[src/rtl/tea_round_sequencer.sv]
`default_nettype none
// ============================================================================
// tea_round_sequencer : 8-bit TEA encryption sequencer. Issues one micro-op per
// cycle to an external 8-bit ALU and writes its result back into local state.
// Revision 1.0
// ============================================================================
module tea_round_sequencer #(
  parameter int unsigned ROUNDS   = 32,
  parameter logic [2:0]  DELTA_OP = 3'b110
) (
  input  logic        clk,
  input  logic        rst_n,
  input  logic        start,
  input  logic [7:0]  din_v0,
  input  logic [7:0]  din_v1,
  input  logic [31:0] key,
  output logic        busy,
  output logic        done,
  output logic [7:0]  dout_v0,
  output logic [7:0]  dout_v1,
  output logic [7:0]  alu_num1,
  output logic [7:0]  alu_num2,
  output logic [2:0]  alu_op,
  input  logic [7:0]  alu_result
);

  localparam logic [2:0] OP_PASS    = 3'b000;
  localparam logic [2:0] OP_SHL4    = 3'b001;
  localparam logic [2:0] OP_SHR5    = 3'b010;
  localparam logic [2:0] OP_ADD     = 3'b011;
  localparam logic [2:0] OP_XOR     = 3'b101;
  localparam logic [7:0] LAST_ROUND = 8'(ROUNDS - 1);
  localparam logic [4:0] LAST_STEP  = 5'd17;

  typedef enum logic [1:0] {IDLE, RUN, DONE} state_t;
  typedef enum logic [2:0] {WR_NONE, WR_T0, WR_T1, WR_SUM, WR_V0, WR_V1} wr_t;

  state_t      state_q, state_d;
  logic [7:0]  v0_q, v0_d, v1_q, v1_d, sum_q, sum_d, t0_q, t0_d, t1_q, t1_d;
  logic [7:0]  dout_v0_q, dout_v0_d, dout_v1_q, dout_v1_d;
  logic [4:0]  step_q, step_d;
  logic [7:0]  round_q, round_d;
  logic [31:0] key_q, key_d;

  logic        half_b;
  logic [2:0]  idx;
  logic [7:0]  x, ka, kb;
  wr_t         wr;

  // Steps 2..9 and 10..17 share the same eight-op pattern; low 3 bits of step-2 index it.
  always_comb begin
    half_b   = (step_q >= 5'd10);
    idx      = 3'(step_q - 5'd2);
    x        = half_b ? v0_q : v1_q;
    ka       = half_b ? key_q[23:16] : key_q[7:0];
    kb       = half_b ? key_q[31:24] : key_q[15:8];
    alu_op   = OP_PASS;
    alu_num1 = '0;
    alu_num2 = '0;
    wr       = WR_NONE;
    if (state_q == RUN) begin
      if (step_q == 5'd0) begin
        alu_op = DELTA_OP;
        wr     = WR_T1;
      end else if (step_q == 5'd1) begin
        alu_op   = OP_ADD;
        alu_num1 = sum_q;
        alu_num2 = t1_q;
        wr       = WR_SUM;
      end else begin
        case (idx)
          3'd0: begin alu_op = OP_SHL4; alu_num1 = x;                     wr = WR_T0; end
          3'd1: begin alu_op = OP_ADD;  alu_num1 = t0_q; alu_num2 = ka;   wr = WR_T0; end
          3'd2: begin alu_op = OP_ADD;  alu_num1 = x;    alu_num2 = sum_q; wr = WR_T1; end
          3'd3: begin alu_op = OP_XOR;  alu_num1 = t0_q; alu_num2 = t1_q; wr = WR_T0; end
          3'd4: begin alu_op = OP_SHR5; alu_num1 = x;                     wr = WR_T1; end
          3'd5: begin alu_op = OP_ADD;  alu_num1 = t1_q; alu_num2 = kb;   wr = WR_T1; end
          3'd6: begin alu_op = OP_XOR;  alu_num1 = t0_q; alu_num2 = t1_q; wr = WR_T0; end
          default: begin
            alu_op   = OP_ADD;
            alu_num1 = half_b ? v1_q : v0_q;
            alu_num2 = t0_q;
            wr       = half_b ? WR_V1 : WR_V0;
          end
        endcase
      end
    end
  end

  always_comb begin
    state_d   = state_q;
    v0_d      = v0_q;
    v1_d      = v1_q;
    sum_d     = sum_q;
    t0_d      = t0_q;
    t1_d      = t1_q;
    step_d    = step_q;
    round_d   = round_q;
    key_d     = key_q;
    dout_v0_d = dout_v0_q;
    dout_v1_d = dout_v1_q;
    case (state_q)
      IDLE: begin
        if (start) begin
          v0_d    = din_v0;
          v1_d    = din_v1;
          key_d   = key;
          sum_d   = '0;
          step_d  = '0;
          round_d = '0;
          state_d = RUN;
        end
      end
      RUN: begin
        case (wr)
          WR_T0:   t0_d  = alu_result;
          WR_T1:   t1_d  = alu_result;
          WR_SUM:  sum_d = alu_result;
          WR_V0:   v0_d  = alu_result;
          WR_V1:   v1_d  = alu_result;
          default: ;
        endcase
        if (step_q == LAST_STEP) begin
          step_d  = '0;
          round_d = round_q + 8'd1;
          if (round_q == LAST_ROUND) state_d = DONE;
        end else begin
          step_d = step_q + 5'd1;
        end
      end
      DONE: begin
        dout_v0_d = v0_q;
        dout_v1_d = v1_q;
        state_d   = IDLE;
      end
      default: state_d = IDLE;
    endcase
  end

  always_ff @(posedge clk or negedge rst_n) begin
    if (!rst_n) begin
      state_q   <= IDLE;
      v0_q      <= '0;
      v1_q      <= '0;
      sum_q     <= '0;
      t0_q      <= '0;
      t1_q      <= '0;
      step_q    <= '0;
      round_q   <= '0;
      key_q     <= '0;
      dout_v0_q <= '0;
      dout_v1_q <= '0;
    end else begin
      state_q   <= state_d;
      v0_q      <= v0_d;
      v1_q      <= v1_d;
      sum_q     <= sum_d;
      t0_q      <= t0_d;
      t1_q      <= t1_d;
      step_q    <= step_d;
      round_q   <= round_d;
      key_q     <= key_d;
      dout_v0_q <= dout_v0_d;
      dout_v1_q <= dout_v1_d;
    end
  end

  // The result must be visible during the done cycle itself, then held by the register.
  assign busy    = (state_q == RUN);
  assign done    = (state_q == DONE);
  assign dout_v0 = done ? v0_q : dout_v0_q;
  assign dout_v1 = done ? v1_q : dout_v1_q;

endmodule
`default_nettype wire

[config.mk]
export PLATFORM = sky130hd
export DESIGN_NAME = tea_round_sequencer
export DESIGN_NICKNAME = d
export VERILOG_FILES = /design/src/rtl/tea_round_sequencer.sv
export SDC_FILE = /design/constraint.sdc
export NUM_CORES = 1
export LEC_CHECK = 0
export CAP_MARGIN = 20
export CORE_MARGIN = 2
export CORE_UTILIZATION = 31
export DETAILED_ROUTE_END_ITERATION = 10
export PLACE_DENSITY = 0.58
export SYNTH_ARGS = -nofsm -noshare
export SYNTH_HDL_FRONTEND = slang
export SYNTH_SLANG_ARGS = --single-unit
[constraint.sdc]
create_clock -name clk -period 6.8 [get_ports clk]
set_input_delay 1.02 -clock clk [delete_from_list [all_inputs] [get_ports clk]]
set_output_delay 1.02 -clock clk [all_outputs]
set_load 0.03 [all_outputs]
==> summary.txt <==
Outcome: finished clean
P per Cell Area: 525 mW/mm2
EDFF count, synth: 0
Die Y: 141 um
Netlist cell types: 57
Final Skew: 0.0120 ns
# clock sinks: 103
Setup Crit Path Kind: reg2out
First-pass GRT wire length: 29400 um
DRT Pass-1 Iters: 5
Ports: 96
Seq cells post-synth: 103
TritonCTS clock tree: built
GR Util All Layers: 0.190
Diodes inserted: 0
Fmax: 200 MHz
# fillers: 1851
Largest net degree at the start of global routing: 79
Fin crit period: 5.01 ns
Final WL: 18700 um
Fin. max-slew vios: 0
Multi-input gate area: 0.00297 mm2
Area Overhead vs Synth: 25.2%
Layout Nets: 755
Main synth FF type: dfrtp_1
# setup viols final: 0
DR WL met2: 8990 um
Hold Vio Cnt, Final: 0
Num CTS Buffers: 9
Clk Latency, worst-skew pair: 0.36 ns
Async set or reset register ratio after synthesis: 1.00
CTS clock-pin slew for the worst setup and hold paths: 0.07 ns
Core Region: 0.0185 mm2
Worst Hold Class: reg2reg
DP Area: 0.00695 mm2
RSZ-0062 raised after global routing: no
Post-Route Setup TNS: 0 ns
Vias post-DR: 5081
# placed instances: 909
Mapped Nets: 684
H-tree levels: 3
MaxCap Viol Count: 0
CP startpoint kind: register
CP arrival: 3.99 ns
M1 WL: 8520 um
Initial DRC count: 364
Gr ovfl total: 0
Die W: 141 um
Register area share after synthesis: 0.444
DPL Wire Length: 13300 um
VDD IR max: 0.336 mV
Leak pwr: 3.20 nW
CP required: 5.78 ns
Hold_buf cts: 0
Sequential cell area: 0.00258 mm2
Post-CTS setup buffers: 0
Layout cells sized above 1: 0.127
Detail Route Antenna Nets: 0
Final Cycle Share: 0.736
Final GP Congestion: 0.877
Vias in the first global route: 5129
Post-DR wirelength/cell: 20.1 um
Mapped cell area: 0.00581 mm2
Port buffer count: 95
Syn Inst Count: 616
CTS resizes: 0
Slew @ Worst Pin: 1.14 ns
Clk buf depth: 2
Die footprint: 0.0198 mm2
Cell Count, Final, Fillers Out: 926
Max layer used: met4
Final instance area: 0.00727 mm2
Avg Cell Area, Syn: 9.42 um2
Row cnt: 50
Via density: 5.49
Clock root buffer: clkbuf_16
Initial core utilization: 0.314
Initial antenna violation count: 0
Wire length on met3: 802 um
Crit. End Element: output port
DRC errors left: 0
Slew Limit Headroom: 0.242
Total number of yosys warnings: 0
Crit Path Max Fanout: 20
[cell families (layout without fill, tap and decap cells)]
family | after synthesis | count (layout) | share of synthesized area
AOI/OAI and AO/OA | 144 | 144 | 0.174
xor gates and xnor gates | 4 | 4 | 0.00603
adders and majority gates | 9 | 9 | 0.0194
buffers and inverters | 65 | 141 | 0.0472
DFF | 103 | 103 | 0.444
muxes | 60 | 60 | 0.115
and+or+nand+nor | 231 | 231 | 0.195
[placed cells by master, fill, tap and decap left out, types with 2 or more instances in the layout]
master,instances
nand2_1,141
dfrtp_1,103
clkdlybuf4s50_1,94
o21ai_0,45
mux2_2,40
a31oi_1,35
nand3_1,19
inv_1,17
mux2i_1,17
a221oi_1,16
and4_1,14
nor4_1,14
o31a_1,14
nor2_1,12
buf_4,11
ha_1,9
clkbuf_16,9
a21boi_0,8
a21oi_1,7
o311a_1,5
nand4_1,4
xor2_1,4
inv_6,4
o21ai_1,3
mux2_4,3
nand2b_1,2
clkinv_4,2
nor2b_1,2
nor4b_2,2
nor3_1,2
and2_1,2
o41ai_4,2
nor3b_2,2
and3_1,2
or3_1,2
clkinv_8,2
[per-layer routing]
metal / vias to the layer above / GRT usage
met2: 157 / 0.314
met1: 2535 / 0.258
li1: 2367 / -
met3: 22 / 0.0326
met4: 0 / 0.0563
met5: - / 0
[sequential cells by signal, summed over array words and instances (netlist names)]
register   cells
key_q         32
dout_v0_q      8
dout_v1_q      8
round_q        8
sum_q          8
t0_q           8
t1_q           8
v0_q           8
v1_q           8
step_q         5
state_q        2
[Yosys cell counts (all sizes together), types with 2 or more instances]
master,n,area (um2)
nor2,12,45.0
nand2,142,536
nor3b,2,20.0
a21boi,8,60.1
dfrtp,103,2580
nor2b,2,12.5
nor3,3,20.0
inv,17,63.8
o311a,5,50.1
xor2,4,35.0
nor4,14,87.6
and2,2,12.5
mux2i,17,170
o21ai,49,249
mux2,43,495
clkbuf,36,135
or3,2,12.5
nand2b,3,26.3
a21oi,8,51.3
buf,11,66.3
and4,14,123
a221oi,16,140
o41ai,2,55.1
a31oi,35,219
ha,9,113
nand3,20,105
o31a,14,123
nor4b,3,38.8
a2111oi,2,23.8
nand4,4,25.0
and3,2,12.5
[power breakdown]
group          switching (W)  internal [W]  leakage (nW)
sequential          0.000204      0.000821          1.30
combinational        0.00136      0.000907          1.75
clock               0.000261      0.000261         0.147
total                0.00183       0.00199          3.20
[layout make-up]
| class | count | area share |
|---|---|---|
| timing repair buffer | 107 | 0.145 |
| clock buffer | 9 | 0.0310 |
| multi-input combinational | 448 | 0.409 |
| clock inverter | 7 | 0.0105 |
| inverter | 18 | 0.00998 |
| sequential | 103 | 0.354 |
| tap | 234 | 0.0403 |
[path summary, 6_finish.rpt]
kind / start / end / slack, ns / cells past startpoint
max: step_q[2] / alu_num1[7] / 1.79 / 6
min: key_q[4] / key_q[4] / 0.47 / 2
max reg2reg: step_q[2] / v1_q[7] / 3.41 / 6
min reg2reg: key_q[4] / key_q[4] / 0.47 / 2
max in group asynchronous: rst_n / step_q[0] / 5.14 / 3
min in group asynchronous: rst_n / dout_v0_q[3] / 0.56 / 1
[per-stage QoR]
step | hold slack (ns) | total power, W | setup slack (ns) | utilization
after detailed placement | 0.459 | 0.00327 | 2.26 | 0.375
after CTS | 0.476 | 0.00381 | 1.86 | 0.392
after global placement | 0.453 | 0.00323 | 2.36 | 0.375
after floorplan | 0.438 | 0.00248 | 3.25 | -
after global routing | 0.496 | 0.00403 | 1.65 | 0.393
final | 0.472 | 0.00381 | 1.79 | 0.393
[critical path: stages, from the launching register on]
cell	delay, ns
dfrtp_1	0.58
inv_1	0.12
ha_1	0.55
a2111oi_4	1.07
o21ai_0	0.25
a31oi_1	0.33
clkdlybuf4s50_1	0.73
Note: power is estimated with default switching activity, not from simulation.
